==> src/rtl/cache_pkg.sv <==
// Shared definitions for the cache DRE maintenance controller:
// command encodings, FSM state codes and DRE geometry.
package cache_pkg;

   // Command opcodes presented on cmd_op
   localparam logic [1:0] CMD_NOP   = 2'd0;
   localparam logic [1:0] CMD_FLUSH = 2'd1;
   localparam logic [1:0] CMD_INV   = 2'd2;
   localparam logic [1:0] CMD_READ  = 2'd3;

   // Number of byte lanes (ways) per DRE row
   localparam int DRE_CHANNELS = 4;

   // Controller FSM state codes
   typedef logic [2:0] state_t;
   localparam state_t ST_IDLE    = 3'd0;
   localparam state_t ST_CLR_ALL = 3'd1;
   localparam state_t ST_INV     = 3'd2;
   localparam state_t ST_RD_ADDR = 3'd3;
   localparam state_t ST_RD_DATA = 3'd4;

   // The controller owns the DRE RAM in every state except IDLE
   function automatic logic state_owns_ram(input state_t s);
      return (s != ST_IDLE);
   endfunction

endpackage

==> src/rtl/cache_dre_ctrl_if.sv <==
// Bundle of the command/response handshake and the DRE "ri" port.
//
// Handshake: a command transfers on a rising clk edge where cmd_valid and
// cmd_ready are both 1. cmd_op/cmd_addr/cmd_ch must be stable while
// cmd_valid is 1. cmd_valid while cmd_ready is 0 is not queued: the request
// is simply seen again once cmd_ready returns. done and rsp_valid are
// single-cycle pulses with no backpressure.
interface cache_dre_ctrl_if #(
   parameter int ADDR_WIDTH = 8
);
   import cache_pkg::*;

   // command side
   logic                  cmd_valid;
   logic                  cmd_ready;
   logic [1:0]            cmd_op;
   logic [ADDR_WIDTH-1:0] cmd_addr;
   logic [1:0]            cmd_ch;
   logic                  done;
   logic                  rsp_valid;
   logic [7:0]            rsp_data;
   logic                  init_done;

   // DRE wrapper ri side
   logic                  sel;
   logic [ADDR_WIDTH:0]   ri_readAddress;
   logic [1:0]            ri_readChannel;
   logic [7:0]            ri_readData;
   logic [ADDR_WIDTH-1:0] ri_writeAddress;
   logic [1:0]            ri_writeChannel;
   logic                  ri_writeEnable;
   logic [7:0]            ri_writeData;

   // debug visibility of the FSM state
   state_t                dbg_state;

   // controller view
   modport slave (
      input  cmd_valid, cmd_op, cmd_addr, cmd_ch, ri_readData,
      output cmd_ready, done, rsp_valid, rsp_data, init_done,
      output sel, ri_readAddress, ri_readChannel,
      output ri_writeAddress, ri_writeChannel, ri_writeEnable, ri_writeData,
      output dbg_state
   );

   // cache FSM + DRE RAM view
   modport master (
      output cmd_valid, cmd_op, cmd_addr, cmd_ch, ri_readData,
      input  cmd_ready, done, rsp_valid, rsp_data, init_done,
      input  sel, ri_readAddress, ri_readChannel,
      input  ri_writeAddress, ri_writeChannel, ri_writeEnable, ri_writeData,
      input  dbg_state
   );

endinterface

==> src/rtl/cache_dre_ctrl.sv <==
// Maintenance controller for the cache DRE RAM. Sweeps the whole RAM to
// CLEAR_VALUE after reset and on FLUSH_ALL, and services single-entry
// INVALIDATE and READ commands through the ri port of the DRE wrapper.
module cache_dre_ctrl
   import cache_pkg::*;
#(
   parameter int         ADDR_WIDTH  = 8,
   parameter logic [7:0] CLEAR_VALUE = 8'h00
) (
   input logic             clk,
   input logic             rst,
   cache_dre_ctrl_if.slave bus
);

   localparam int               ROW_W    = ADDR_WIDTH - 1;
   localparam logic [ROW_W-1:0] ROW_LAST = {ROW_W{1'b1}};
   localparam logic [1:0]       CH_LAST  = 2'(DRE_CHANNELS - 1);

   state_t                r_state;
   logic [ROW_W-1:0]      r_row;
   logic [1:0]            r_ch;
   logic [ADDR_WIDTH-1:0] r_addr;
   logic [1:0]            r_cmd_ch;
   logic                  r_init_done;
   logic                  r_rsp_valid;
   logic [7:0]            r_rsp_data;

   logic                  w_accept;
   logic                  w_in_clr;
   logic                  w_in_inv;
   logic                  w_in_rd;
   logic                  w_clr_last;

   assign w_accept   = (r_state == ST_IDLE) && bus.cmd_valid;
   assign w_in_clr   = (r_state == ST_CLR_ALL);
   assign w_in_inv   = (r_state == ST_INV);
   assign w_in_rd    = (r_state == ST_RD_ADDR) || (r_state == ST_RD_DATA);
   // final write of a sweep: last row, last lane
   assign w_clr_last = w_in_clr && (r_row == ROW_LAST) && (r_ch == CH_LAST);

   // Main FSM with the sweep row/lane counters and the latched command fields
   always_ff @(posedge clk or posedge rst) begin
      if (rst) begin
         r_state  <= ST_CLR_ALL;
         r_row    <= '0;
         r_ch     <= '0;
         r_addr   <= '0;
         r_cmd_ch <= '0;
      end else begin
         case (r_state)
            ST_IDLE: begin
               if (w_accept) begin
                  r_addr   <= bus.cmd_addr;
                  r_cmd_ch <= bus.cmd_ch;
                  case (bus.cmd_op)
                     CMD_FLUSH: begin
                        r_row   <= '0;
                        r_ch    <= '0;
                        r_state <= ST_CLR_ALL;
                     end
                     CMD_INV:  r_state <= ST_INV;
                     CMD_READ: r_state <= ST_RD_ADDR;
                     // reserved opcode: consumed, no action
                     default:  r_state <= ST_IDLE;
                  endcase
               end
            end
            ST_CLR_ALL: begin
               // lane counter runs fastest; row advances when the lane wraps
               r_ch <= r_ch + 2'd1;
               if (r_ch == CH_LAST) begin
                  r_row <= r_row + ROW_W'(1);
               end
               if (w_clr_last) begin
                  r_state <= ST_IDLE;
               end
            end
            ST_INV:     r_state <= ST_IDLE;
            ST_RD_ADDR: r_state <= ST_RD_DATA;
            ST_RD_DATA: r_state <= ST_IDLE;
            default:    r_state <= ST_IDLE;
         endcase
      end
   end

   // init_done rises at the end of the first sweep and only reset clears it
   always_ff @(posedge clk or posedge rst) begin
      if (rst) begin
         r_init_done <= 1'b0;
      end else if (w_clr_last) begin
         r_init_done <= 1'b1;
      end
   end

   // Capture RAM read data in RD_DATA; publish it as a one-cycle response
   always_ff @(posedge clk or posedge rst) begin
      if (rst) begin
         r_rsp_valid <= 1'b0;
         r_rsp_data  <= '0;
      end else begin
         r_rsp_valid <= (r_state == ST_RD_DATA);
         if (r_state == ST_RD_DATA) begin
            r_rsp_data <= bus.ri_readData;
         end
      end
   end

   // Combinational ri-port drive from state; write strobe and done are
   // forced low while reset is held even though the reset state is CLR_ALL
   always_comb begin
      bus.ri_writeEnable  = 1'b0;
      bus.ri_writeAddress = '0;
      bus.ri_writeChannel = '0;
      bus.ri_readAddress  = '0;
      bus.ri_readChannel  = '0;
      bus.done            = 1'b0;
      if (!rst) begin
         if (w_in_clr) begin
            bus.ri_writeEnable  = 1'b1;
            bus.ri_writeAddress = {r_row, 1'b0};
            bus.ri_writeChannel = r_ch;
         end else if (w_in_inv) begin
            bus.ri_writeEnable  = 1'b1;
            bus.ri_writeAddress = {r_addr[ADDR_WIDTH-1:1], 1'b0};
            bus.ri_writeChannel = r_cmd_ch;
         end
         if (w_in_rd) begin
            bus.ri_readAddress = {r_addr, 1'b0};
            bus.ri_readChannel = r_cmd_ch;
         end
         bus.done = w_clr_last || w_in_inv;
      end
   end

   assign bus.sel          = state_owns_ram(r_state);
   assign bus.cmd_ready    = (r_state == ST_IDLE);
   assign bus.ri_writeData = CLEAR_VALUE;
   assign bus.rsp_valid    = r_rsp_valid;
   assign bus.rsp_data     = r_rsp_data;
   assign bus.init_done    = r_init_done;
   assign bus.dbg_state    = r_state;

endmodule

==> src/flat_wrapper.sv <==
// flat-port wrapper written by rule: the top's interface ports become plain ports
module cache_dre_ctrl_flat import cache_pkg::*;
#(
   parameter int         ADDR_WIDTH  = 8,
   parameter logic [7:0] CLEAR_VALUE = 8'h00
)
  (clk, rst, bus_cmd_valid, bus_cmd_op, bus_cmd_addr, bus_cmd_ch, bus_ri_readData, bus_cmd_ready, bus_done, bus_rsp_valid, bus_rsp_data, bus_init_done, bus_sel, bus_ri_readAddress, bus_ri_readChannel, bus_ri_writeAddress, bus_ri_writeChannel, bus_ri_writeEnable, bus_ri_writeData, bus_dbg_state);
  cache_dre_ctrl_if #(.ADDR_WIDTH(ADDR_WIDTH)) bus_i ();
  input logic clk;
  input logic rst;
  input wire logic [$bits(bus_i.cmd_valid)-1:0] bus_cmd_valid;
  input wire logic [$bits(bus_i.cmd_op)-1:0] bus_cmd_op;
  input wire logic [$bits(bus_i.cmd_addr)-1:0] bus_cmd_addr;
  input wire logic [$bits(bus_i.cmd_ch)-1:0] bus_cmd_ch;
  input wire logic [$bits(bus_i.ri_readData)-1:0] bus_ri_readData;
  output wire logic [$bits(bus_i.cmd_ready)-1:0] bus_cmd_ready;
  output wire logic [$bits(bus_i.done)-1:0] bus_done;
  output wire logic [$bits(bus_i.rsp_valid)-1:0] bus_rsp_valid;
  output wire logic [$bits(bus_i.rsp_data)-1:0] bus_rsp_data;
  output wire logic [$bits(bus_i.init_done)-1:0] bus_init_done;
  output wire logic [$bits(bus_i.sel)-1:0] bus_sel;
  output wire logic [$bits(bus_i.ri_readAddress)-1:0] bus_ri_readAddress;
  output wire logic [$bits(bus_i.ri_readChannel)-1:0] bus_ri_readChannel;
  output wire logic [$bits(bus_i.ri_writeAddress)-1:0] bus_ri_writeAddress;
  output wire logic [$bits(bus_i.ri_writeChannel)-1:0] bus_ri_writeChannel;
  output wire logic [$bits(bus_i.ri_writeEnable)-1:0] bus_ri_writeEnable;
  output wire logic [$bits(bus_i.ri_writeData)-1:0] bus_ri_writeData;
  output wire logic [$bits(bus_i.dbg_state)-1:0] bus_dbg_state;
  assign bus_i.cmd_valid = bus_cmd_valid;
  assign bus_i.cmd_op = bus_cmd_op;
  assign bus_i.cmd_addr = bus_cmd_addr;
  assign bus_i.cmd_ch = bus_cmd_ch;
  assign bus_i.ri_readData = bus_ri_readData;
  assign bus_cmd_ready = bus_i.cmd_ready;
  assign bus_done = bus_i.done;
  assign bus_rsp_valid = bus_i.rsp_valid;
  assign bus_rsp_data = bus_i.rsp_data;
  assign bus_init_done = bus_i.init_done;
  assign bus_sel = bus_i.sel;
  assign bus_ri_readAddress = bus_i.ri_readAddress;
  assign bus_ri_readChannel = bus_i.ri_readChannel;
  assign bus_ri_writeAddress = bus_i.ri_writeAddress;
  assign bus_ri_writeChannel = bus_i.ri_writeChannel;
  assign bus_ri_writeEnable = bus_i.ri_writeEnable;
  assign bus_ri_writeData = bus_i.ri_writeData;
  assign bus_dbg_state = bus_i.dbg_state;
  cache_dre_ctrl #(.ADDR_WIDTH(ADDR_WIDTH), .CLEAR_VALUE(CLEAR_VALUE)) u_core (.clk(clk), .rst(rst), .bus(bus_i));
endmodule
==> config.mk <==
export PLATFORM = sky130hd
export DESIGN_NAME = cache_dre_ctrl_flat
export DESIGN_NICKNAME = d
export VERILOG_FILES = /design/src/rtl/cache_pkg.sv /design/src/rtl/cache_dre_ctrl_if.sv /design/src/rtl/cache_dre_ctrl.sv /design/src/flat_wrapper.sv
export SDC_FILE = /design/constraint.sdc
export NUM_CORES = 1
export LEC_CHECK = 0
export CORE_MARGIN = 3
export CORE_UTILIZATION = 35
export CTS_CLUSTER_DIAMETER = 60
export DETAILED_ROUTE_END_ITERATION = 8
export PLACE_DENSITY_LB_ADDON = 0.12
export SLEW_MARGIN = 20
export SYNTH_ARGS = -nofsm -noshare
export SYNTH_HDL_FRONTEND = slang
export SYNTH_SLANG_ARGS = --single-unit
==> constraint.sdc <==
create_clock -name clk -period 4 [get_ports clk]
set_clock_uncertainty 0.15 [all_clocks]
set_input_delay 0.6 -clock clk [delete_from_list [all_inputs] [get_ports clk]]
set_output_delay 0.6 -clock clk [all_outputs]
set_load 0.02 [all_outputs]
==> Word level (Yosys, flattened, before mapping) <==
Cells that the tools add are included.
{ "word_totals": {"reg_bits": 32, "mem_count": 0, "latch_bits": 0, "output_inout_bits": 46, "mem_bits_rw": 0, "in_bits": 23, "word_cells": 60, "rom_bits": 0} }
{ "op_classes": {"bitwise": 0, "add_sub_neg": 2, "div": 0, "order_cmp": 0, "mul": 0, "n_eq_ne": 13, "shift": 0, "reduce_logical": 12, "n_mux": 25} }
{ "ops": {"columns": ["cell", "count"], "rows": [
  ["$mux W8", 3],
  ["$mux W7", 3],
  ["$mux W9", 2],
  ["$mux W2", 7],
  ["$pmux W7 S2", 1],
  ["$pmux W3 S3", 1],
  ["$add A7 B1 Y7 const B", 1],
  ["$eq A7 B7 Y1 const B", 1],
  ["$eq A2 B2 Y1 const B", 3],
  ["$eq A3 B2 Y1 const B", 2],
  ["$mux W3", 2],
  ["$pmux W2 S3", 1],
  ["$mux W1", 4],
  ["$ne A2 B1 Y1 const B", 2],
  ["$ne A2 B2 Y1 const B", 2],
  ["$pmux W2 S2", 1],
  ["$reduce_and A2 Y1", 2],
  ["$reduce_and A4 Y1", 1],
  ["$eq A3 B1 Y1 const B", 1],
  ["$eq A3 B3 Y1 const B", 1],
  ["$logic_and A1 B1 Y1", 3],
  ["$logic_not A3 Y1", 1],
  ["$reduce_and A3 Y1", 1],
  ["$reduce_bool A3 Y1", 1],
  ["other kinds (4)", 5]
]} }

==> Depth between registers and ports, before layout <==
Gate-level depths: netlist of run 1.
{ "depth": {"word_depth": 5, "ltp_mapped": 6, "mapped_depth_nobuf": 4} }

==> Worst setup path before layout of run 1 <==
OpenSTA, ideal clock, no wires.
{ "synth_timing": {"path_type": "input to output", "from": "input port rst", "to": "output port bus_ri_readAddress[1]", "slack_ps": 1388, "t_arrival_ps": 1862, "path_stages": 3, "required_time_ps": 3250, "path_buffers": 0, "path_cell_list": "inv_1 > o21a_1 > and2_1"} }
{ "synth_via": {"elab_chain_cells": 1} }
{ "synth_rtl": {"columns": ["item", "line_no", "source"], "rows": [
  ["start: declaration", "flat_wrapper.sv:10", "input logic rst;"],
  ["$mux W9", "cache_dre_ctrl.sv:117", "if (!rst) begin"],
  ["end: declaration", "flat_wrapper.sv:22", "output wire logic [$bits(bus_i.ri_readAddress)-1:0] bus_ri_readAddress;"]
]} }
No other way between the ends.

==> Worst setup path in the final report of run 1 <==
{ "layout_timing": {"from": "register u_core.r_state[0], in the netlist u_core.bus.dbg_state[0]", "to": "output port bus_ri_writeAddress[7]"} }
{ "layout_via": {"elab_chain_cells": 4, "elab_cells_between_ends": 5, "cone_classes": "eq/ne: 2; mux: 3"} }
{ "layout_rtl": {"columns": ["item", "line_no", "source"], "rows": [
  ["start: declaration", "cache_dre_ctrl.sv:19", "state_t r_state;"],
  ["start signal: assignment", "cache_dre_ctrl.sv:44", "r_state <= ST_CLR_ALL;"],
  ["start signal: assignment", "cache_dre_ctrl.sv:59", "r_state <= ST_CLR_ALL;"],
  ["start signal: assignment", "cache_dre_ctrl.sv:61", "CMD_INV: r_state <= ST_INV;"],
  ["$eq A3 B2 Y1", "cache_dre_ctrl.sv:36", "assign w_in_inv = (r_state == ST_INV);"],
  ["$mux W8", "cache_dre_ctrl.sv:122", "end else if (w_in_inv) begin"],
  ["$mux W8 (*)", "cache_dre_ctrl.sv:118", "if (w_in_clr) begin"],
  ["$mux W8 (*)", "cache_dre_ctrl.sv:117", null],
  ["end: declaration", "flat_wrapper.sv:24", "output wire logic [$bits(bus_i.ri_writeAddress)-1:0] bus_ri_writeAddress;"]
]} }
Every way passes the cells marked *; elsewhere a longest branch is shown, timed or not.

==> results of run 1 <==
-- kinds of logic after synthesis --
kind of cell | after synthesis | synth area share [%]
other | 1 | 0.221
AND/OR/NAND/NOR | 86 | 25.1
AO/OA/AOI/OAI | 27 | 10.6
XOR/XNOR | 1 | 0.517
adder cells (fa/ha/maj) | 2 | 1.48
multiplexers | 11 | 7.09
flip-flops | 32 | 47.3
buffers and inverters | 22 | 7.67
-- cells in the final DEF, fill, tap and decap left out, types with 5 or more instances in the layout --
cell and instances:
clkdlybuf4s50_1 58, o21ai_0 7, nor2_1 7, clkbuf_8 6, a21oi_1 5, dfrtp_1 31, nand2_1 47, mux2_2 8
and2_1 11, conb_1 10
-- state kept, by name (all words and copies together), names as in the netlist --
name,cells
u_core.r_ch,2
u_core.bus.rsp_data,8
u_core.bus.rsp_valid,1
u_core.r_row,7
u_core.r_addr,8
u_core.bus.dbg_state,3
u_core.r_cmd_ch,2
u_core.bus.init_done,1
-- per-layer routing --
layer | vias up | track usage [%] | wire length, um
met5 | - | 0 | 0
met4 | 0 | 6.41 | 68
met3 | 8 | 4.62 | 200
met2 | 48 | 22.3 | 1780
met1 | 655 | 24.9 | 2120
li1 | 717 | - | -
-- worst max path at each step --
stage | start | to | slack (ns)
after floorplan | rst | bus_ri_readAddress[1] | 1.39
after global placement | rst | bus_ri_writeAddress[7] | 0.93
after detailed placement | rst | bus_ri_writeAddress[7] | 0.94
after CTS | u_core.bus.dbg_state[0]$_DFFE_PP1P_ | bus_ri_writeAddress[7] | 0.79
after global routing | u_core.bus.dbg_state[0]$_DFFE_PP1P_ | bus_ri_writeAddress[7] | 0.64
final | u_core.bus.dbg_state[0]$_DFFE_PP1P_ | bus_ri_writeAddress[7] | 0.79
-- power groups by stage --
stage                     clock network [uW]  logic, uW  registers, uW
final                                    253        351            514
after global routing                     280        396            530
after CTS                                261        355            512
after detailed placement                   0        351            518
after global placement                     0        349            515
after floorplan                            0        245            489
-- worst max-delay path, delay by kind of cell, from the launching register on --
kind | cells | cell delay, ns
compound gates | 2 | 0.58
buf+inv | 1 | 0.64
flops | 1 | 0.63
simple gates | 1 | 0.32
-- metrics by stage --
stage / area [um^2] / setup WS [ns]
3_5_place_dp: 2290 / 0.936
3_3_place_gp: 2290 / 0.934
5_1_grt: 2380 / 0.643
4_1_cts: 2380 / 0.786
6_report: 2380 / 0.791
2_1_floorplan: 1730 / 1.39
-- final cells by class --
cell class	instances	area, um^2	share of cell area [%]
tap	52	65.1	2.73
sequential	32	802	33.7
multi-input combinational	137	803	33.7
timing repair buffer	62	611	25.6
clock buffer	8	90.1	3.78
inverter	3	11.3	0.473
==> impl_metrics.ini, run 1 <==
[sta]
finalSetupViolCount = 0
relSlewSlack_pct = 35.8
hold_viol_final = 0
fin_crit_ns = 3.21
worst_pin_slew_ns = 0.961
clock.fmax_mhz = 312
hold_ws_ns = 0.318
tns_ns = 0
fin_crit_sh_pct = 80.2
rsz0062_at_grt = no
slew_violations = 0

[place]
dp.cells = 286
post-dp-hpwl_mm = 3.07
place_congestion = 0.761
io_buffers = 58

[clock_tree]
cts_hold_buf = 0
cts-root-buf = clkbuf_8
cts.reportedPaths.clkPinSlew_ns = 0.06
post_cts_resized = 0
insertion_delay_ns = 0.28
cts_tree = built
cts_buffers = 5
postCtsSetupRepairBufs = 0
clock_path_buffers = 2
clkSinkCount = 32
cts_htree_levels = 2

[synthesis]
synth_warnings = 0
yosys-top-cells-area = dfrtp_1, nand2_1, mux2_2
synth_top_area_share_pct = 45.8
synth_area_um2 = 1700
synth_most_common_cell = nand2_1
yosysUniqueCellTypes = 41
ys_seq_area_share_pct = 47.3
ys.flop_type = dfrtp_1
avgSynthCellArea_um2 = 9.32
yosys-top-cells-count = nand2_1, dfrtp_1, and2_1
ys_async_sr_fraction_pct = 100
synth_edf_count = 0
syn-instance-count = 182
synth.ff_latch_count = 32
synth_top_cell_by_area = dfrtp_1

[detailed_routing]
viasPerCell = 4.86
drtPass1Iterations = 4
drt_wl_total_mm = 4.17
drc_errors = 0
via_count = 1428
postRouteAntennaNets = 0
drt_iter0_drc = 161
avgRoutedWirePerCell_um = 14.2

[power]
p_switching_uw = 390
p_sw_share_pct = 34.9
powerDensity_nw_per_um2 = 469
ir_drop_v = 0.000252
seqPwrFrac_pct = 46.0
power.internal_uw = 727
total_power_uw = 1120
p_comb_share_pct = 31.4
clkPwrFrac_pct = 22.6
leakage_uw = 0.00109

[global_route]
antenna_found_initial = 0
grt_remaining_overflow = 0
grt_start_max_net_pins = 20
grt_pass1_vias = 1401
grt_usage_pct = 16.6
grt_pass1_wl_mm = 6.91

[run_status]
run_status = complete, no violations

[worst_hold_path]
hold_class = register to register
hold_depth = 1
hold_start = u_core.bus.init_done$_DFFE_PP0P_
hold_path_end = u_core.bus.init_done$_DFFE_PP0P_

[final_layout]
area_delta_synth_final_pct = 40.5
num-fill-cells = 434
fin_cells = 294
final_util_pct = 52.9
diodes = 0
drive_gt1_share_pct = 9.50
fin_nets = 266

[setup_path]
critical_path.max_stage_delay_ns = 0.64
cp-end-kind = output pin
required_ns = 3.25
r2r-start = u_core.bus.dbg_state[2]$_DFFE_PP0P_
reg2reg_depth = 3
cp_max_fo = 12
cp-start-kind = register
crit_slowest_cell = clkdlybuf4s50_1
rr_endpoint = u_core.r_row[3]$_DFFE_PP0P_
critical_path_class = register to output pin
reg2reg_slack_ns = 1.76
crit_arrival_ns = 2.46
crit_chain = nor2b_1 > o21ai_0 > a21oi_1 > clkdlybuf4s50_1

[floorplan]
die_area_um2 = 5720
start_util_pct = 37.6
coreArea_um2 = 4500
die_w_um = 75.6
die_h_um = 75.6
ios = 69
rows = 24

[run]
max_cap_violations = 0
(Power assumes the default switching activity.)
==> run 2: changes to the inputs <==
==> constraint.sdc (replaced) <==
create_clock -name clk -period 2.87 [get_ports clk]
set_clock_uncertainty 0.15 [all_clocks]
set_input_delay 0.4305 -clock clk [delete_from_list [all_inputs] [get_ports clk]]
set_output_delay 0.4305 -clock clk [all_outputs]
set_load 0.02 [all_outputs]
==> run 2 against run 1 <==
Core utilization grew 0.50 points. Cell count grew 1.0%. Wire length shrank 0.12%. Sequential power grew 39%. Worst hold slack lost 0.014 ns. Critical path depth grew 1. Die area is the same. Non-clock buffer count grew 3. Register-to-register slack lost 0.79 ns. Worst setup slack lost 0.69 ns. First-iteration DRC count shrank 27%. Combinational power grew 40%.
==> impl_metrics.ini, run 2 (same netlist as run 1, synthesis figures left out) <==
[run_status]
run_status = complete, no violations

[floorplan]
coreArea_um2 = 4500
rows = 24
start_util_pct = 37.6
ios = 69
die_area_um2 = 5720
die_h_um = 75.6
die_w_um = 75.6

[clock_tree]
cts_buffers = 5
cts_tree = built
cts_htree_levels = 2
postCtsSetupRepairBufs = 0
clock_path_buffers = 2
cts.reportedPaths.clkPinSlew_ns = 0.06
clkSinkCount = 32
insertion_delay_ns = 0.27
cts-root-buf = clkbuf_8

[worst_hold_path]
hold_class = register to register

[final_layout]
diodes = 0
multi_input_area_um2 = 810
register_area_um2 = 803
num-fill-cells = 411
final_common_cell = clkdlybuf4s50_1
area_delta_synth_final_pct = 41.8
fin_nets = 269
final_cell_mix = clkdlybuf4s50_1, nand2_1, dfrtp_1
drive_gt1_share_pct = 11.4

[setup_path]
required_ns = 2.29
crit_arrival_ns = 2.19
cp_max_fo = 12
critical_path_class = register to output pin
cp-start-kind = register
cp-end-kind = output pin

[sta]
fin_crit_sh_pct = 96.6
fin_crit_ns = 2.77
clock.fmax_mhz = 361
setup_ws_ns = 0.0984
hold_viol_final = 0
finalSetupViolCount = 0
slew_violations = 0

[detailed_routing]
avgRoutedWirePerCell_um = 14.0
via_count = 1421
wl_met2_mm = 1.69
drt_wl_total_mm = 4.16
wl_met3_um = 243
postRouteAntennaNets = 0
drt_iter0_drc = 117
m1WireLength_mm = 2.20
viasPerCell = 4.78
drc_errors = 0
routed.top_layer = met4
drtPass1Iterations = 4

[run]
max_cap_violations = 0

[global_route]
grt_pass1_vias = 1371
grt_pass1_wl_mm = 7.12
grt_usage_pct = 16.5
grt_start_max_net_pins = 33
antenna_found_initial = 0
grt_remaining_overflow = 0

[place]
io_buffers = 58
place_congestion = 0.759
post-dp-hpwl_mm = 2.97
post-place-ws_ns = 0.146

[power]
leakage_uw = 0.00111
ir_drop_v = 0.000300
total_power_uw = 1530
powerDensity_nw_per_um2 = 638
run 2: timing repair:
item / 4_1_cts / 5_1_grt
resized for setup: 0 / 6
hold buffers: 0 / 0
endpoints found under the setup margin: 0 / 17
run 2: final timing paths:
path	startpoint	end	slack, ns	cells after the start
min	u_core.bus.init_done$_DFFE_PP0P_	u_core.bus.init_done$_DFFE_PP0P_	0.30	1
min reg2reg	u_core.bus.init_done$_DFFE_PP0P_	u_core.bus.init_done$_DFFE_PP0P_	0.30	1
max in group asynchronous	rst	u_core.bus.dbg_state[0]$_DFFE_PP1P_	1.72	3
min in group asynchronous	rst	u_core.r_ch[1]$_DFFE_PP0P_	0.52	3
max reg2reg	u_core.r_ch[0]$_DFFE_PP0P_	u_core.r_row[6]$_DFFE_PP0P_	0.97	4
max	u_core.bus.dbg_state[0]$_DFFE_PP1P_	bus_ri_writeAddress[7]	0.1	5
run 2: per-layer routing:
metal,vias to the layer above,GRT usage (%)
li1,720,-
met1,650,26.2
met2,47,22.5
met3,4,4.22
met4,0,3.50
met5,-,0
run 2: stage by stage:
| stage | instance area, um^2 | TNS (ns) | instances | util, % | hold WS (ns) |
|---|---|---|---|---|---|
| final | 2400 | 0 | 297 | 53.4 | 0.304 |
| after floorplan | 1730 | 0 | 191 | - | 0.287 |
| after global placement | 2310 | 0 | 289 | 51.4 | 0.290 |
| after CTS | 2390 | 0 | 297 | 53.2 | 0.310 |
| after global routing | 2400 | -0.0146 | 297 | 53.4 | 0.328 |
| after detailed placement | 2310 | 0 | 289 | 51.4 | 0.297 |
run 2: cell type report:
type	count	share of cell area, %
Inverter	3	0.468
Tap cell	52	2.71
Timing Repair Buffer	65	26.4
Sequential cell	32	33.4
Multi-Input combinational cell	137	33.7
Clock buffer	8	3.33
run 2: report_power, final:
part | leakage [uW] | total (uW) | switching, uW | internal, uW
combinational | 0.000667 | 493 | 256 | 236
sequential | 0.000405 | 717 | 135 | 582
clock | 0.0000395 | 324 | 152 | 172
run 2: critical path, cell delays in order (launching register included):
cell	delay [ns]
dfstp_2	0.65
nor3b_1	0.21
buf_4	0.20
nand2_1	0.08
a21oi_1	0.15
clkdlybuf4s50_1	0.64
==> run 3: changes to the inputs <==
--- a/config.mk
+++ b/config.mk
@@ -9,7 +9,9 @@
 export CORE_UTILIZATION = 35
 export CTS_CLUSTER_DIAMETER = 60
 export DETAILED_ROUTE_END_ITERATION = 8
+export DONT_BUFFER_PORTS = 1
 export PLACE_DENSITY_LB_ADDON = 0.12
+export RECOVER_POWER = 50
 export SLEW_MARGIN = 20
 export SYNTH_ARGS = -nofsm -noshare
 export SYNTH_HDL_FRONTEND = slang
==> constraint.sdc (replaced) <==
create_clock -name clk -period 3.3 [get_ports clk]
set_clock_uncertainty 0.15 [all_clocks]
set_input_delay 0.495 -clock clk [delete_from_list [all_inputs] [get_ports clk]]
set_output_delay 0.495 -clock clk [all_outputs]
set_load 0.02 [all_outputs]
==> run 3 against run 2 <==
Sequential power shrank 12%. Combinational power shrank 32%. Via count shrank 12%. Clock-buffer cell count is the same. Register-to-register slack gained 0.02 ns. Sequential share of layout area grew 11 points. Non-clock buffer count shrank 62. Global-route usage shrank 1.2 points. Clock power is essentially flat. Largest cell class unchanged.
==> impl_metrics.ini, run 3 (same netlist as run 1, synthesis figures left out) <==
[run_status]
run_status = complete, no violations

[final_layout]
final_util_pct = 40.0
register_area_um2 = 802
multi_input_area_um2 = 803
num-fill-cells = 461
area_delta_synth_final_pct = 6.20
fin_nets = 207
diodes = 0
final_common_cell = nand2_1
drive_gt1_share_pct = 12.0
fin_cells = 235
final_cell_mix = nand2_1, dfrtp_1, and2_1

[sta]
rsz0062_at_grt = no
fin_crit_ns = 2.85
worst_pin_slew_ns = 1.00
tns_ns = 0
slew_violations = 0
setup_ws_ns = 0.450
clock.fmax_mhz = 351
fin_crit_sh_pct = 86.4
finalSetupViolCount = 0
relSlewSlack_pct = 33.1
hold_viol_final = 0

[floorplan]
coreArea_um2 = 4500
rows = 24
die_w_um = 75.6
ios = 69
die_h_um = 75.6
start_util_pct = 37.6
die_area_um2 = 5720

[global_route]
grt_pass1_wl_mm = 6.34
grt_pass1_vias = 1187
grt_remaining_overflow = 0
grt_usage_pct = 15.4
grt_start_max_net_pins = 34
antenna_found_initial = 0

[place]
io_buffers = 0
post-place-ws_ns = 0.781
post-dp-hpwl_mm = 3.00
place_congestion = 0.810
dp.cells = 227

[clock_tree]
clock_path_buffers = 2
cts.reportedPaths.clkPinSlew_ns = 0.06
cts_htree_levels = 2
cts-root-buf = clkbuf_8
cts_hold_buf = 0
clkSinkCount = 32
cts_tree = built
post_cts_resized = 0
cts_buffers = 5
insertion_delay_ns = 0.28
postCtsSetupRepairBufs = 0

[setup_path]
crit_slowest_cell = dfrtp_1
reg2reg_slack_ns = 0.99
r2r-start = u_core.bus.dbg_state[2]$_DFFE_PP0P_
cp-end-kind = output pin
rr_endpoint = u_core.r_row[3]$_DFFE_PP0P_
reg2reg_depth = 3
crit_family = compound AO/OA/AOI/OAI gates
critical_path_class = register to output pin
cp.depth = 3
critPathLaunch = u_core.bus.dbg_state[1]$_DFFE_PP0P_
cp-start-kind = register
critical_path.max_stage_delay_ns = 0.64
cp_max_fo = 12
crit_chain = nor2b_1 > o21ai_0 > a21oi_1
path_buf_inv = 0
required_ns = 2.65
crit_path_end = bus_ri_writeAddress[7]
crit_arrival_ns = 2.20

[detailed_routing]
viasPerCell = 5.29
drtPass1Iterations = 4
drt_iter0_drc = 96
postRouteAntennaNets = 0
via_count = 1244
drc_errors = 0
avgRoutedWirePerCell_um = 16.9
drt_wl_total_mm = 3.98

[power]
powerDensity_nw_per_um2 = 718
total_power_uw = 1290
leakage_uw = 0.000878
clkPwrFrac_pct = 25.1
p_switching_uw = 467
p_comb_share_pct = 26.0
ir_drop_v = 0.000327
p_sw_share_pct = 36.2
seqPwrFrac_pct = 48.9
power.internal_uw = 825

[worst_hold_path]
hold_class = input pin to asynchronous set/reset pin

[run]
max_cap_violations = 0
[run 3: cell types whose count changed in the layout (fill, tap and decap cells not counted), sizes merged]
cell	before	now
clkdlybuf4s50	57	0
buf	7	2
clkbuf	8	9
dlymetal6s2s	1	0
[run 3: worst register-to-register path: cells and delay by family (launching register included)]
kind	cells	cell delay, ns
flops	1	0.55
compound gates	1	0.27
simple gates	2	1.23
[run 3: through the flow]
| step | hold slack (ns) | area [um^2] |
|---|---|---|
| detailed placement | 0.307 | 1700 |
| global route | 0.110 | 1800 |
| CTS | 0.0726 | 1800 |
| floorplan | 0.287 | 1730 |
| global placement | 0.311 | 1700 |
| finish | 0.0710 | 1800 |
[run 3: worst min path at each step]
stage | startpoint | end | slack [ns] | cells after the start
5_1_grt | rst | u_core.r_addr[0]$_DFFE_PP0P_ | 0.11 | 2
3_3_place_gp | u_core.r_addr[0]$_DFFE_PP0P_ | u_core.r_addr[0]$_DFFE_PP0P_ | 0.31 | 2
2_1_floorplan | u_core.r_addr[0]$_DFFE_PP0P_ | u_core.r_addr[0]$_DFFE_PP0P_ | 0.29 | 2
3_5_place_dp | u_core.r_addr[0]$_DFFE_PP0P_ | u_core.r_addr[0]$_DFFE_PP0P_ | 0.31 | 2
4_1_cts | rst | u_core.bus.rsp_data[7]$_DFFE_PP0P_ | 0.07 | 2
6_report | rst | u_core.bus.rsp_data[3]$_DFFE_PP0P_ | 0.07 | 2
[run 3: layer usage]
metal / wire [um] / track usage, % / vias to the layer above
met5: 0 / 0 / -
met4: 56 / 5.24 / 0
met3: 353 / 6.73 / 7
met2: 1800 / 21.6 / 52
met1: 1770 / 21.2 / 587
li1: - / - / 598
[run 3: power groups by stage]
stage | Sequential (uW) | Clock [uW] | Combinational [uW]
2_1_floorplan | 592 | 0 | 297
3_3_place_gp | 634 | 0 | 330
3_5_place_dp | 635 | 0 | 340
4_1_cts | 631 | 337 | 339
5_1_grt | 651 | 353 | 377
6_report | 632 | 324 | 336
[run 3: area by class of cell]
class | count | area share [%]
sequential | 32 | 44.5
tap | 52 | 3.61
multi-input combinational | 137 | 44.6
clock buffer | 8 | 5.56
timing repair buffer | 3 | 1.04
inverter | 3 | 0.625
==> variant, RTL diff (flow settings as in run 1) <==
Reset style: synchronous (`rst`), changed in 3 clocked blocks.
--- a/src/rtl/cache_dre_ctrl.sv
+++ b/src/rtl/cache_dre_ctrl.sv
@@ -40,5 +40,5 @@
 
    // Main FSM with the sweep row/lane counters and the latched command fields
-   always_ff @(posedge clk or posedge rst) begin
+   always_ff @(posedge clk) begin
       if (rst) begin
          r_state  <= ST_CLR_ALL;
@@ -85,5 +85,5 @@
 
    // init_done rises at the end of the first sweep and only reset clears it
-   always_ff @(posedge clk or posedge rst) begin
+   always_ff @(posedge clk) begin
       if (rst) begin
          r_init_done <= 1'b0;
@@ -94,5 +94,5 @@
 
    // Capture RAM read data in RD_DATA; publish it as a one-cycle response
-   always_ff @(posedge clk or posedge rst) begin
+   always_ff @(posedge clk) begin
       if (rst) begin
          r_rsp_valid <= 1'b0;
Check against the original RTL: no difference found for any inputs over 10 cycles, from zero or initial values and one cycle with rst high; that may be too few to reach the edited logic, so the function may still have changed.
==> variant against run 1 <==
- worst setup slack lost 0.089 ns
- critical path depth is the same
- sequential cell count is the same
- routed wire length shrank 0.12%
- synthesized cell count grew 7.1%
- die area shrank 5.2%
- critical path type is now in2out
- via count grew 5.3%
- hold slack lost 0.014 ns
- area after synthesis shrank 5.6%
- final area shrank 3.7%
Power is not compared: it rests on default switching activity, and its combinational part moved more than twofold at a synthesized area within 25%.
==> variant: results (changes against run 1) <==
* Yosys cell types at 41 (unchanged)
* Vias in the first global route at 1,393 (-0.57%)
* # fillers at 401 (-7.6%)
* Antenna cells at 0 (unchanged)
* Max VDD drop at 0.000142 V
* Critical Path AT at 2.55 ns (+0.09 ns)
* CP Max Fanout at 12 (unchanged)
* Worst-skew pair later-pin latency at 0.28 ns (about the same)
* Share of layout cells above drive strength 1 at 7.23% (-2.3 points)
* Starting DRC count in detailed routing at 87 (-46%)
* Max clock buf depth at 2 (unchanged)
* Worst Hold Class: reg2reg
* Worst hold path cell count at 2 (+1)
* Final #Nets at 273 (+2.6%)
* Hold_buf cts at 0 (unchanged)
* Drt total wl at 4160 um (-0.12%)
* DRT Pass-1 Iters at 4 (unchanged)
* Setup bufs post-CTS at 0 (unchanged)
* Fraction of registers with async set/reset at 0% (-100 points)
* Placed Area at 2170 um2 (-5.5%)
* Port buffer count at 58 (unchanged)
* Most frequent cells after synthesis: dfxtp_1 (32), nand2_1 (26), nor2_1 (22)
* Antenna violations before repair at 0 (unchanged)
* Leak at 0.790 nW
* PostCTS Resize Cnt at 0 (unchanged)
* Area contributors post-synth: dfxtp_1 (40%), nand2_1 (6.1%), a21oi_1 (5.9%)
* Hpwl dp at 3010 um (-1.9%)
* CTS H-tree depth at 2 (unchanged)
* Seq/Total Area, Yosys at 40.0% (-7.3 points)
* Slew headroom at 51.0% (+15 points)
* FF-to-FF path depth at 3 (unchanged)
* Placer Congestion at 0.838 (+10%)
* Yosys warns at 0 (unchanged)
* Clock transition at path regs at 0.07 ns
* Max-slew violations at 0 (unchanged)
* Dpl ws at 0.700 ns (-0.236 ns)
* CTS Buf Count at 5 (unchanged)
* Total GRT Usage at 16.5% (-0.12 points)
* Largest net degree at the start of global routing at 19 (-5.0%)
* Total number of vias at 1,503 (+5.3%)
* Outcome: finished clean
* Clock Tree Root: clkbuf_8
* First-pass GRT wire length at 6850 um (-0.80%)
==> variant: cells by family after synthesis <==
logic type	synth area share (%)
AOI/OAI and AO/OA	16.5
xor gates and xnor gates	0.547
adders and majority gates	1.56
buffers and inverters	8.91
DFF	40.0
muxes	5.00
other	0.234
and+or+nand+nor	27.2
==> variant: layout make-up <==
| class | instances | area share [%] |
|---|---|---|
| well taps | 50 | 2.73 |
| multi-input cells | 147 | 37.4 |
| clock inverters | 1 | 1.31 |
| inverters | 1 | 0.164 |
| repair buffers | 61 | 26.3 |
| flip-flops and latches | 32 | 27.9 |
| clock buffers | 7 | 4.20 |
==> variant: final timing paths <==
path	slack (ns)	from	end
setup reg to reg	1.93	u_core.bus.dbg_state[0]	u_core.r_ch[0]
hold reg to reg	0.30	u_core.r_addr[0]	u_core.r_addr[0]
setup / recovery	0.70	rst	bus_ri_writeEnable
hold / removal	0.30	u_core.r_addr[0]	u_core.r_addr[0]
==> variant: report_power, final <==
| part | leakage (nW) | internal (mW) | total, mW | switching (mW) |
|---|---|---|---|---|
| registers | 0.258 | 0.321 | 0.325 | 0.00342 |
| clock network | 0.0645 | 0.220 | 0.338 | 0.119 |
| logic | 0.467 | 0.0299 | 0.0576 | 0.0276 |
==> variant: metrics by stage <==
step	utilization [%]	instances
floorplan	-	204
global placement	51.6	291
detailed placement	51.6	291
CTS	54.6	299
global route	54.6	299
finish	54.6	299
==> variant: critical path, cell delays in order <==
cell and delay, ns:
clkdlybuf4s50_1 0.60, or2_2 0.48, o21ba_2 0.26, clkdlybuf4s50_1 0.60
==> variant: routing by layer <==
layer	track usage (%)	share of wire (%)
met1	22.6	47
met2	23.5	43
met3	6.29	9.4
met4	5.43	0.86
met5	0	0
